$ cat config.mk
export PLATFORM = sky130hd
export DESIGN_NAME = mul_arbiter
export DESIGN_NICKNAME = d
export VERILOG_FILES = /design/src/rtl/mul_arb_pkg.sv /design/src/rtl/rr_pick2.sv /design/src/rtl/mul_arbiter.sv
export SDC_FILE = /design/constraint.sdc
export NUM_CORES = 1
export LEC_CHECK = 0
export CORE_MARGIN = 2
export CORE_UTILIZATION = 25
export DETAILED_ROUTE_END_ITERATION = 6
export DONT_BUFFER_PORTS = 1
export GPL_TIMING_DRIVEN = 0
export PLACE_DENSITY = 0.34
export SLEW_MARGIN = 20
export SYNTH_ARGS = -nofsm -noshare
export SYNTH_HDL_FRONTEND = slang
export SYNTH_HIERARCHICAL = 1
export SYNTH_SLANG_ARGS = --single-unit
$ cat constraint.sdc
create_clock -name clk -period 2.8 [get_ports clk]
set_input_delay 0.28 -clock clk [delete_from_list [all_inputs] [get_ports clk]]
set_output_delay 0.28 -clock clk [all_outputs]
set_load 0.02 [all_outputs]
$ cat src/rtl/mul_arb_pkg.sv
// -----------------------------------------------------------------------------
// mul_arb_pkg
//
// Shared definitions for the two-port multiplier arbiter:
//   - default operand width (DEFAULT_X) and default WAIT timeout (DEFAULT_TIMEOUT)
//   - FSM state encodings (plain localparam constants so older code that
//     compares against raw 3-bit codes keeps working)
//   - rrWinner(): the round-robin decision used by rr_pick2
// -----------------------------------------------------------------------------
package mul_arb_pkg;

    localparam int DEFAULT_X       = 8;
    localparam int DEFAULT_TIMEOUT = 32;

    localparam int STATE_W = 3;

    localparam logic [STATE_W-1:0] ST_IDLE  = 3'd0;
    localparam logic [STATE_W-1:0] ST_LOAD  = 3'd1;
    localparam logic [STATE_W-1:0] ST_WAIT  = 3'd2;
    localparam logic [STATE_W-1:0] ST_DONE  = 3'd3;
    localparam logic [STATE_W-1:0] ST_ABORT = 3'd4;

    // Round-robin choice between two requesters. lastServed is the port that
    // completed most recently; on a tie the other port wins. With a single
    // requester that requester wins regardless of lastServed.
    function automatic logic rrWinner(input logic req0,
                                      input logic req1,
                                      input logic lastServed);
        logic w;
        if (req0 && req1) begin
            w = ~lastServed;
        end else if (req1) begin
            w = 1'b1;
        end else begin
            w = 1'b0;
        end
        return w;
    endfunction

endpackage

$ cat src/rtl/rr_pick2.sv
// -----------------------------------------------------------------------------
// rr_pick2
//
// Purely combinational 2-way round-robin picker.
//
// Ports:
//   req0, req1  in   request levels of port 0 / port 1
//   ptr         in   port served last (tie goes to the other one)
//   winner      out  selected port index (meaningful only when valid=1)
//   valid       out  at least one port is requesting
// -----------------------------------------------------------------------------
module rr_pick2
    import mul_arb_pkg::*;
(
    input  logic req0,
    input  logic req1,
    input  logic ptr,
    output logic winner,
    output logic valid
);

    assign valid  = req0 | req1;
    assign winner = rrWinner(req0, req1, ptr);

endmodule

$ cat src/rtl/mul_arbiter.sv
// -----------------------------------------------------------------------------
// mul_arbiter
//
// Round-robin controller sharing one sequential multiplier datapath between
// two requesters. It picks a winner, registers that port's operands onto
// dp_opa/dp_opb, pulses dp_load, waits for dp_ready, stores dp_mul into the
// winner's result register and pulses the winner's done for one cycle.
//
// Parameters:
//   x        operand width (product is 2*x bits)
//   TIMEOUT  maximum WAIT cycles before abort (only with MUL_ARB_TIMEOUT_EN)
//
// Optional feature macro:
//   MUL_ARB_TIMEOUT_EN  - adds a WAIT-cycle counter and an ABORT state that
//                         resets the datapath and pulses err for the winner.
//                         Undefined: WAIT lasts until dp_ready, err0/err1 = 0,
//                         dp_reset simply follows reset.
//
// Ports:
//   clk, reset              clock, synchronous active-high reset
//   req0/req1               request levels, held until done or err
//   opa0,opb0 / opa1,opb1   operands per port
//   gnt0/gnt1               high from grant through DONE for that port
//   done0/done1             one-cycle completion pulse, res valid
//   res0/res1               product, held until that port's next completion
//   err0/err1               one-cycle timeout pulse
//   dp_load                 one-cycle load strobe to the datapath
//   dp_reset                datapath reset (reset, or abort)
//   dp_opa/dp_opb           operands of the granted port
//   dp_busy, dp_ready       datapath status
//   dp_mul                  datapath product
// -----------------------------------------------------------------------------
module mul_arbiter
    import mul_arb_pkg::*;
#(
    parameter int x       = DEFAULT_X,
    parameter int TIMEOUT = DEFAULT_TIMEOUT
)
(
    input  logic           clk,
    input  logic           reset,
    input  logic           req0,
    input  logic           req1,
    input  logic [x-1:0]   opa0,
    input  logic [x-1:0]   opb0,
    input  logic [x-1:0]   opa1,
    input  logic [x-1:0]   opb1,
    output logic           gnt0,
    output logic           gnt1,
    output logic           done0,
    output logic           done1,
    output logic [2*x-1:0] res0,
    output logic [2*x-1:0] res1,
    output logic           err0,
    output logic           err1,
    output logic           dp_load,
    output logic           dp_reset,
    output logic [x-1:0]   dp_opa,
    output logic [x-1:0]   dp_opb,
    input  logic           dp_busy,
    input  logic           dp_ready,
    input  logic [2*x-1:0] dp_mul
);

    logic [STATE_W-1:0] stateReg;
    logic [STATE_W-1:0] stateNext;
    logic               winnerReg;   // port owning the current operation
    logic               ptrReg;      // port served last
    logic [x-1:0]       opaReg;
    logic [x-1:0]       opbReg;
    logic [2*x-1:0]     resReg [2];

    logic pickWinner;
    logic pickValid;
    logic grantNow;
    logic captureNow;
    logic abortNow;

    logic [1:0] gntVec;
    logic [1:0] doneVec;
    logic [1:0] errVec;

    rr_pick2 u_pick (
        .req0   (req0),
        .req1   (req1),
        .ptr    (ptrReg),
        .winner (pickWinner),
        .valid  (pickValid)
    );

    // A grant is only issued while the datapath is idle; dp_ready is only
    // meaningful in WAIT, so stray ready pulses elsewhere are ignored.
    assign grantNow   = (stateReg == ST_IDLE) && pickValid && !dp_busy;
    assign captureNow = (stateReg == ST_WAIT) && dp_ready;

`ifdef MUL_ARB_TIMEOUT_EN
    localparam int WAIT_CNT_W = $clog2(TIMEOUT + 1);

    logic [WAIT_CNT_W-1:0] waitCntReg;

    // Counts completed WAIT cycles; cleared whenever the FSM is elsewhere so
    // every operation gets a full TIMEOUT budget.
    always_ff @(posedge clk) begin
        if (reset) begin
            waitCntReg <= '0;
        end else if (stateReg != ST_WAIT) begin
            waitCntReg <= '0;
        end else if (!dp_ready) begin
            waitCntReg <= waitCntReg + 1'b1;
        end
    end

    // The TIMEOUT-th WAIT cycle without ready moves to ABORT.
    assign abortNow = (stateReg == ST_WAIT) && !dp_ready &&
                      (waitCntReg == WAIT_CNT_W'(TIMEOUT - 1));

    assign dp_reset = reset | (stateReg == ST_ABORT);
`else
    logic unusedTimeout;
    assign unusedTimeout = (TIMEOUT == 0);
    assign abortNow      = 1'b0;
    assign dp_reset      = reset;
`endif

    // Next-state logic
    always_comb begin
        stateNext = stateReg;
        case (stateReg)
            ST_IDLE: begin
                if (grantNow) begin
                    stateNext = ST_LOAD;
                end
            end
            ST_LOAD: begin
                stateNext = ST_WAIT;
            end
            ST_WAIT: begin
                if (captureNow) begin
                    stateNext = ST_DONE;
                end else if (abortNow) begin
                    stateNext = ST_ABORT;
                end
            end
            ST_DONE: begin
                stateNext = ST_IDLE;
            end
`ifdef MUL_ARB_TIMEOUT_EN
            ST_ABORT: begin
                stateNext = ST_IDLE;
            end
`endif
            default: begin
                stateNext = ST_IDLE;
            end
        endcase
    end

    // State, winner, operand and round-robin pointer registers
    always_ff @(posedge clk) begin
        if (reset) begin
            stateReg  <= ST_IDLE;
            winnerReg <= 1'b0;
            ptrReg    <= 1'b1;        // port 0 wins the first tie
            opaReg    <= '0;
            opbReg    <= '0;
        end else begin
            stateReg <= stateNext;
            if (grantNow) begin
                winnerReg <= pickWinner;
                opaReg    <= pickWinner ? opa1 : opa0;
                opbReg    <= pickWinner ? opb1 : opb0;
            end
            // Pointer moves only on a successful completion, never on abort.
            if (captureNow) begin
                ptrReg <= winnerReg;
            end
        end
    end

    // Per-port result registers and status decode
    generate
        for (genvar gi = 0; gi < 2; gi++) begin : g_port
            always_ff @(posedge clk) begin
                if (reset) begin
                    resReg[gi] <= '0;
                end else if (captureNow && (winnerReg == 1'(gi))) begin
                    resReg[gi] <= dp_mul;
                end
            end

            // Grant covers LOAD, WAIT, DONE (and ABORT while it lasts).
            assign gntVec[gi]  = (stateReg != ST_IDLE) && (winnerReg == 1'(gi));
            assign doneVec[gi] = (stateReg == ST_DONE) && (winnerReg == 1'(gi));
`ifdef MUL_ARB_TIMEOUT_EN
            assign errVec[gi]  = (stateReg == ST_ABORT) && (winnerReg == 1'(gi));
`else
            assign errVec[gi]  = 1'b0;
`endif
        end
    endgenerate

    assign gnt0    = gntVec[0];
    assign gnt1    = gntVec[1];
    assign done0   = doneVec[0];
    assign done1   = doneVec[1];
    assign err0    = errVec[0];
    assign err1    = errVec[1];
    assign res0    = resReg[0];
    assign res1    = resReg[1];
    assign dp_load = (stateReg == ST_LOAD);
    assign dp_opa  = opaReg;
    assign dp_opb  = opbReg;

endmodule

==> impl_metrics.env, run 1 <==
export IMPL_status="finished clean"
export IMPL_path_class="reg -> reg"
export IMPL_peakVddDrop_mv=0.267
export IMPL_p_leak_uw=0.000949
export IMPL_synth_fa_ha_area_share_pct=2.12
export IMPL_grt_pass1_wl_mm=7.69
export IMPL_core_area_um2=9200
export IMPL_cts_root_buf="clkbuf_8"
export IMPL_viasPerCell=4.48
export IMPL_cts_tree="yes"
export IMPL_finalClockSkew_ns=0.00522
export IMPL_worst_setup_path_start_kind="register"
export IMPL_cts_buffer_depth=2
export IMPL_drc=0
export IMPL_endpoint_kind="register"
export IMPL_rsz0062_at_grt="false"
export IMPL_fin_nets=245
export IMPL_p_int_uw=1310
export IMPL_grt_pass1_vias=1435
export IMPL_finalSetupTns_ns=0
export IMPL_dp_cells=291
export IMPL_grt_total_usage_pct=9.95
export IMPL_slew_viol_final=0
export IMPL_hold_path_class="in -> reg"
export IMPL_layout_area_overhead_vs_synth_pct=10.4
export IMPL_clkPwrFrac_pct=21.2
export IMPL_maxSlewHeadroom_pct=42.1
export IMPL_regArea_um2=1360
export IMPL_p_per_area_nw_per_um2=770
export IMPL_setup_viol=0
export IMPL_grt_max_degree=18
export IMPL_wl_per_cell_um=16.6
export IMPL_multi_input_area_um2=868
export IMPL_overflow=0
export IMPL_firstDrtPassIters=2
export IMPL_synth_compound_area_share_pct=9.21
export IMPL_yosys_warnings=6
export IMPL_worstMarginPinSlew_ns=0.868
export IMPL_place_hpwl_mm=3.76
export IMPL_post_cts_setup_buffers=0
export IMPL_period_needed_ns=1.82
export IMPL_net_switching_power_uw=697
export IMPL_max_freq_mhz=549
export IMPL_syn_area_um2=2360
export IMPL_antenna_found_initial=0
export IMPL_stdcell_count=299
export IMPL_synth_xor_area_share_pct=0
export IMPL_switching_share_pct=34.7
export IMPL_yosysSeqAreaShare_pct=57.6
export IMPL_place_gp_congestion=0.736
export IMPL_die_area_um2=10300
export IMPL_cts_sinks=52
export IMPL_final_antenna_net_count=0
export IMPL_hold_viol=0
export IMPL_clk_pin_slew_worst_paths_ns=0.09
export IMPL_fin_crit_sh_pct=65.0
export IMPL_p_comb_share_pct=23.2
export IMPL_numCtsBuffers=5
export IMPL_start_util_pct=25.7
export IMPL_muxShareOfSynthArea_pct=8.10
export IMPL_cp_max_fo=17
export IMPL_die_h_um=101
export IMPL_synth_cell_type_count=30
export IMPL_crit_required_ns=2.73
export IMPL_pin_count=110
export IMPL_clk_latency_ns=0.30
export IMPL_drtIter0Drc=24
export IMPL_worstPathArrival_ns=1.75
export IMPL_drive_above_1_share_pct=23.4
export IMPL_port_buffers=0
export IMPL_ys_ff_latch=52
export IMPL_nFillCells=939
export IMPL_vias=1339
export IMPL_synth_simple_area_share_pct=16.8
export IMPL_num_antenna_cells=0
export IMPL_htreeDepth=2
export IMPL_drv_cap=0
export IMPL_routed_wl_mm=4.98
export IMPL_syn_inst=178
export IMPL_synth_top_family_by_area="simple AND/OR/NAND/NOR gates"
export IMPL_cts_hold_buf=0
export IMPL_seqPwrFrac_pct=55.6
export IMPL_row_count=35
export IMPL_die_w_um=101
export IMPL_cts_resized=0
export IMPL_postSynthAreaPerCell_um2=13.3
-- registers in the layout, indices dropped and copies added (netlist names) --
signal,count
winnerReg,1
ptrReg,1
dp_opa,8
stateReg,2
resReg,32
dp_opb,8
-- placed cells by master, fill, tap and decap left out, drive strengths merged, types with 2 or more instances in the layout --
cell,netlist,final
buf,12,13
nor3,2,2
dfxtp,20,20
nor2,21,21
inv,2,2
clkbuf,1,7
a211oi,16,16
mux2i,18,18
nor2b,2,2
edfxtp,32,32
ha,4,4
and2,33,33
nand2b,4,4
conb,1,2
-- layout make-up --
class	instances	area share, %
Buffer	13	5.17
Clock buffer	6	2.78
Clock inverter	2	0.623
Inverter	2	0.287
Multi-Input combinational cell	112	33.3
Sequential cell	52	52.1
Tap cell	111	5.32
Timing Repair Buffer	1	0.431
-- worst paths after layout --
kind	from	end	slack [ns]	depth (start not counted)
setup reg to reg	stateReg[0]	resReg[1][13]	0.98	4
hold / removal	reset	stateReg[1]	0.16	2
hold reg to reg	ptrReg	ptrReg	0.47	1
setup / recovery	stateReg[0]	resReg[1][13]	0.98	4
-- power by group through the flow --
stage                     clock, µW  sequential [µW]  combinational, µW
after floorplan                   0             1110                394
after global placement            0             1140                455
after detailed placement          0             1140                479
after CTS                       449             1120                480
after global routing            477             1130                522
final                           427             1120                466
-- cells in the mapped netlist --
master / count / area (µm²)
a211oi_1: 2 / 15.0
a211oi_2: 14 / 175
a21boi_1: 1 / 7.51
a21o_1: 1 / 7.51
a21oi_1: 1 / 5.00
and2_1: 33 / 206
and2b_1: 1 / 7.51
and3b_1: 1 / 8.76
buf_12: 2 / 40.0
buf_4: 6 / 45.0
buf_6: 4 / 45.0
clkbuf_2: 1 / 5.00
conb_1: 1 / 3.75
dfxtp_1: 20 / 400
edfxtp_1: 32 / 961
ha_1: 4 / 50.1
inv_1: 2 / 7.51
mux2_2: 1 / 11.3
mux2i_1: 18 / 180
nand2_1: 1 / 3.75
nand2b_1: 4 / 25.0
nand3_2: 1 / 10.0
nor2_1: 16 / 60.1
nor2_2: 4 / 25.0
nor2_4: 1 / 11.3
nor2b_1: 2 / 12.5
nor3_1: 1 / 5.00
nor3_4: 1 / 16.3
o21bai_1: 1 / 7.51
or2_1: 1 / 6.26
-- cell families (layout without fill, tap and decap cells) --
logic type | count (synthesis) | in the layout
mux | 19 | 19
other cells | 1 | 2
fa+ha+maj | 4 | 4
flops | 52 | 52
compound gates | 20 | 20
simple gates | 67 | 67
buf+inv | 15 | 24
-- worst max-delay path: stages, from the launching register on --
cell and delay (ns):
dfxtp_1 0.34, inv_1 0.10, ha_1 0.23, nand3_2 0.13, nand2b_1 0.66
-- metal layers --
metal | share of wire (%) | track usage (%) | wire [µm]
met1 | 39 | 10.2 | 1920
met2 | 50 | 18.3 | 2510
met3 | 9.7 | 4.07 | 485
met4 | 1.2 | 3.12 | 61
met5 | 0 | 0 | 0
-- metrics by stage --
stage / instance area [µm²] / setup WS (ns) / hold slack, ns / util, % / total power [µW]
CTS: 2610 / 0.937 / 0.150 / 28.4 / 2050
finish: 2610 / 0.980 / 0.162 / 28.4 / 2010
floorplan: 2370 / 0.871 / 0.427 / - / 1510
global placement: 2510 / 0.362 / 0.458 / 27.3 / 1600
global route: 2610 / 0.817 / 0.150 / 28.4 / 2130
detailed placement: 2520 / 0.960 / 0.446 / 27.4 / 1620
Power figures use the tool's default switching activity.
==> run 2, diff against run 1 <==
==> constraint.sdc (replaced) <==
create_clock -name clk -period 1.85 [get_ports clk]
set_input_delay 0.185 -clock clk [delete_from_list [all_inputs] [get_ports clk]]
set_output_delay 0.185 -clock clk [all_outputs]
set_load 0.02 [all_outputs]
==> run 2 against run 1 <==
Compared with the run above: sequential power is 51% higher; worst setup slack worse by 0.77 ns; global-route usage hardly changed; hold slack worse by 0.097 ns; first-iteration DRC count is 17% lower.
==> impl_metrics.env, run 2 (synthesis results as in run 1) <==
export IMPL_largest_reg_flops=32
export IMPL_max_freq_mhz=610
export IMPL_htreeDepth=2
export IMPL_die_h_um=101
export IMPL_pre_cts_ws_ns=-0.0654
export IMPL_cp_max_fo=10
export IMPL_grt_max_degree=18
export IMPL_worstPathArrival_ns=1.80
export IMPL_grt_pass1_wl_mm=7.67
export IMPL_wl_per_cell_um=16.8
export IMPL_fin_crit_sh_pct=88.6
export IMPL_cts_hold_buf=0
export IMPL_clk_latency_ns=0.30
export IMPL_final_antenna_net_count=0
export IMPL_start_util_pct=25.7
export IMPL_drv_cap=0
export IMPL_dpl_instance_area_um2=2510
export IMPL_p_leak_uw=0.000962
export IMPL_place_hpwl_mm=3.94
export IMPL_cts_root_buf="clkbuf_8"
export IMPL_slew_viol_final=0
export IMPL_layout_area_overhead_vs_synth_pct=11.6
export IMPL_setup_slack_ns=0.211
export IMPL_fin_nets=247
export IMPL_grt_pass1_vias=1395
export IMPL_endpoint_kind="register"
export IMPL_cts_buffer_depth=2
export IMPL_worst_setup_path_start_kind="register"
export IMPL_drtIter0Drc=20
export IMPL_row_count=35
export IMPL_crit_required_ns=2.02
export IMPL_hold_path_class="in -> reg"
export IMPL_layout_commonest_cell="and2_1"
export IMPL_viasPerCell=4.40
export IMPL_routed_wl_mm=5.06
export IMPL_period_needed_ns=1.64
export IMPL_p_total_uw=3040
export IMPL_vias=1325
export IMPL_clkPwrFrac_pct=20.9
export IMPL_final_cell_mix="and2_1 (33), edfxtp_1 (32), dfxtp_1 (20)"
export IMPL_worst_hold_slack_ns=0.0655
export IMPL_drc=0
export IMPL_num_antenna_cells=0
export IMPL_p_per_area_nw_per_um2=1150
export IMPL_peakVddDrop_mv=0.368
export IMPL_core_area_um2=9200
export IMPL_cts_tree="yes"
export IMPL_antenna_found_initial=0
export IMPL_numCtsBuffers=5
export IMPL_largest_register="resReg"
export IMPL_grt_total_usage_pct=9.98
export IMPL_place_gp_congestion=0.706
export IMPL_cts_sinks=52
export IMPL_status="finished clean"
export IMPL_pin_count=110
export IMPL_path_class="reg -> reg"
export IMPL_nFillCells=942
export IMPL_hold_viol=0
export IMPL_firstDrtPassIters=3
export IMPL_post_route_cell_area_um2=2640
export IMPL_overflow=0
export IMPL_die_area_um2=10300
export IMPL_finalClockSkew_ns=0.0103
export IMPL_die_w_um=101
export IMPL_net_switching_power_uw=1050
export IMPL_p_int_uw=1990
export IMPL_clk_pin_slew_worst_paths_ns=0.09
export IMPL_setup_viol=0
export IMPL_drive_above_1_share_pct=24.2
export IMPL_seqPwrFrac_pct=55.5
export IMPL_p_comb_share_pct=23.6
export IMPL_switching_share_pct=34.4
export IMPL_rsz0062_at_grt="false"
export IMPL_port_buffers=0
## run 2: cell types whose count changed in the layout (fill, tap and decap cells not counted), sizes merged
cell,before,now
buf,13,16
clkbuf,7,6
## run 2: final cells by class
type	count	area, µm²	share of cell area [%]
inverter	2	7.51	0.284
clock buffer	6	72.6	2.75
timing repair buffer	3	35.0	1.33
sequential	52	1360	51.6
multi-input combinational	112	878	33.3
tap	111	139	5.26
clock inverter	2	11.3	0.427
buffer	13	135	5.12
## run 2: stage by stage
| stage | instances | TNS [ns] | utilization, % |
|---|---|---|---|
| after floorplan | 179 | 0 | - |
| after global placement | 290 | -0.578 | 27.3 |
| after detailed placement | 290 | -1.69 | 27.3 |
| after CTS | 298 | 0 | 28.3 |
| after global routing | 301 | 0 | 28.7 |
| final | 301 | 0 | 28.7 |
## run 2: worst max-delay path: stages, from the launching register on
cell	delay, ns
dfxtp_1	0.33
inv_1	0.10
ha_1	0.23
nand2_1	0.18
nor3_4	0.28
buf_2	0.24
and2_1	0.15
## run 2: final timing paths
check,startpoint,end,cells past startpoint,slack (ns)
hold reg to reg,ptrReg,ptrReg,1,0.50
setup reg to reg,stateReg[0],resReg[0][15],6,0.21
hold / removal,reset,stateReg[1],2,0.07
setup / recovery,stateReg[0],resReg[0][15],6,0.21
## run 2: per-layer routing
layer	vias to the layer above	routed length [µm]	track usage [%]
li1	636	-	-
met1	615	1910	10.7
met2	69	2580	17.4
met3	5	508	4.90
met4	0	58	2.81
met5	-	0	0
## run 2: repair_timing
| item | CTS | global route |
|---|---|---|
| setup endpoints to repair | 32 | 16 |
| buffers inserted | 0 | 3 |
| pin swaps | 0 | 2 |
| gates cloned | 0 | 0 |
| resized for setup | 2 | 1 |
## run 2: power groups by stage
stage	clock network [µW]	registers, µW	logic [µW]
CTS	666	1700	715
finish	634	1690	718
floorplan	0	1680	599
detailed placement	0	1720	711
global route	706	1720	797
global placement	0	1720	686
==> run 3, diff against run 2 <==
--- a/config.mk
+++ b/config.mk
@@ -6,11 +6,11 @@
 export NUM_CORES = 1
 export LEC_CHECK = 0
 export CORE_MARGIN = 2
-export CORE_UTILIZATION = 25
+export CORE_UTILIZATION = 49
 export DETAILED_ROUTE_END_ITERATION = 6
 export DONT_BUFFER_PORTS = 1
 export GPL_TIMING_DRIVEN = 0
-export PLACE_DENSITY = 0.34
+export PLACE_DENSITY = 0.6
 export SLEW_MARGIN = 20
 export SYNTH_ARGS = -nofsm -noshare
 export SYNTH_HDL_FRONTEND = slang
==> constraint.sdc (replaced) <==
create_clock -name clk -period 2.1 [get_ports clk]
set_input_delay 0.21 -clock clk [delete_from_list [all_inputs] [get_ports clk]]
set_output_delay 0.21 -clock clk [all_outputs]
set_load 0.02 [all_outputs]
==> run 3 against run 2 <==
Compared with the run above: sequential share of layout area up 1.8 points; clock skew shrank 0.0073 ns; cell count decreased by 20%; core utilization increased by 26 points; critical endpoint is now resReg[0][1]; largest cell class unchanged; largest power group unchanged; highest routed layer unchanged.
==> impl_metrics.env, run 3 (synthesis results as in run 1) <==
export IMPL_maxSlewHeadroom_pct=45.7
export IMPL_cts_sinks=52
export IMPL_worst_hold_slack_ns=0.0913
export IMPL_num_antenna_cells=0
export IMPL_clk_latency_ns=0.29
export IMPL_fin_crit_sh_pct=88.0
export IMPL_firstDrtPassIters=4
export IMPL_fin_nets=244
export IMPL_drv_cap=0
export IMPL_dpl_instance_area_um2=2440
export IMPL_status="finished clean"
export IMPL_period_needed_ns=1.85
export IMPL_max_stage_delay_ns=0.66
export IMPL_drc=0
export IMPL_hold_path_class="in -> reg"
export IMPL_grt_total_usage_pct=14.8
export IMPL_core_area_um2=4690
export IMPL_p_per_area_nw_per_um2=1080
export IMPL_grt_max_degree=18
export IMPL_final_antenna_net_count=0
export IMPL_p_leak_uw=0.000956
export IMPL_max_freq_mhz=541
export IMPL_post_route_cell_area_um2=2550
export IMPL_setup_slack_ns=0.251
export IMPL_die_w_um=73.5
export IMPL_numCtsBuffers=5
export IMPL_die_area_um2=5400
export IMPL_finalClockSkew_ns=0.00297
export IMPL_row_count=25
export IMPL_routed_wl_mm=4.05
export IMPL_pre_cts_ws_ns=0.204
export IMPL_dp_cells=233
export IMPL_final_cell_mix="and2_1 (33), edfxtp_1 (32), dfxtp_1 (20)"
export IMPL_port_buffers=0
export IMPL_cp_cell_sequence="inv_1 -> ha_1 -> nand2_1 -> o21bai_2"
export IMPL_layout_commonest_cell="and2_1"
export IMPL_endpoint_kind="register"
export IMPL_cp_max_fo=16
export IMPL_grt_pass1_wl_mm=6.06
export IMPL_viasPerCell=5.52
export IMPL_stdcell_count=241
export IMPL_path_class="reg -> reg"
export IMPL_htreeDepth=2
export IMPL_peakVddDrop_mv=0.505
export IMPL_worstMarginPinSlew_ns=0.815
export IMPL_drive_above_1_share_pct=23.5
export IMPL_place_gp_congestion=0.731
export IMPL_largest_reg_flops=32
export IMPL_largest_register="resReg"
export IMPL_slowest_stage="o21bai_2"
export IMPL_clk_pin_slew_worst_paths_ns=0.09
export IMPL_cts_root_buf="clkbuf_8"
export IMPL_cts_tree="yes"
export IMPL_wl_per_cell_um=16.8
export IMPL_antenna_found_initial=0
export IMPL_grt_pass1_vias=1325
export IMPL_die_h_um=73.5
export IMPL_place_hpwl_mm=3.03
export IMPL_setup_viol=0
export IMPL_slew_viol_final=0
export IMPL_post_cts_setup_buffers=0
export IMPL_worstPathArrival_ns=1.78
export IMPL_overflow=0
export IMPL_cts_buffer_depth=2
export IMPL_rsz0062_at_grt="false"
export IMPL_vias=1331
export IMPL_hold_viol=0
export IMPL_start_util_pct=50.4
export IMPL_cts_hold_buf=0
export IMPL_crit_required_ns=2.03
export IMPL_drtIter0Drc=41
export IMPL_layout_area_overhead_vs_synth_pct=7.88
export IMPL_worst_setup_path_start_kind="register"
export IMPL_pin_count=110
export IMPL_cts_resized=0
-- run 3: changes by cell type in the layout (fill, tap and decap cells not counted), sizes merged --
cell | before | now
bufinv | 0 | 1
buf | 16 | 12
-- run 3: layer usage --
layer	share of wire, %	global-route usage, %
met5	0	0
met3	8.9	5.35
met4	0.99	5.45
met2	50	24.4
met1	40	17.7
-- run 3: worst max-delay path: cells and delay by family (launching register included) --
| kind | cells | cell delay (ns) |
|---|---|---|
| flip-flops | 1 | 0.34 |
| AND/OR/NAND/NOR | 1 | 0.15 |
| adder cells (fa/ha/maj) | 1 | 0.23 |
| AO/OA/AOI/OAI | 1 | 0.66 |
| buffers and inverters | 1 | 0.10 |
-- run 3: power breakdown --
| part | internal, µW | leakage [µW] | switching [µW] |
|---|---|---|---|
| Sequential | 1240 | 0.000496 | 244 |
| Clock | 353 | 0.0000541 | 310 |
| Combinational | 266 | 0.000406 | 337 |
-- run 3: stage by stage --
stage                     setup TNS, ns  util, %  total power (µW)
final                                 0     54.4              2750
after floorplan                       0        -              2010
after global routing                  0     54.4              2890
after global placement            -3.17     51.9              2090
after CTS                             0     54.4              2790
after detailed placement              0     52.0              2120
-- run 3: cell type report --
type                            count  area [µm²]
Tap cell                           54        67.6
Clock inverter                      3        42.5
Sequential cell                    52        1360
Buffer                             13         135
Fill cell                         389        2140
Inverter                            2        7.51
Clock buffer                        5        68.8
Multi-Input combinational cell    112         868
-- run 3: final timing paths --
| kind | start | to | slack, ns | cells after the start |
|---|---|---|---|---|
| min | reset | stateReg[1] | 0.09 | 2 |
| max | stateReg[0] | resReg[0][1] | 0.25 | 4 |
| min reg2reg | ptrReg | ptrReg | 0.47 | 1 |
| max reg2reg | stateReg[0] | resReg[0][1] | 0.25 | 4 |
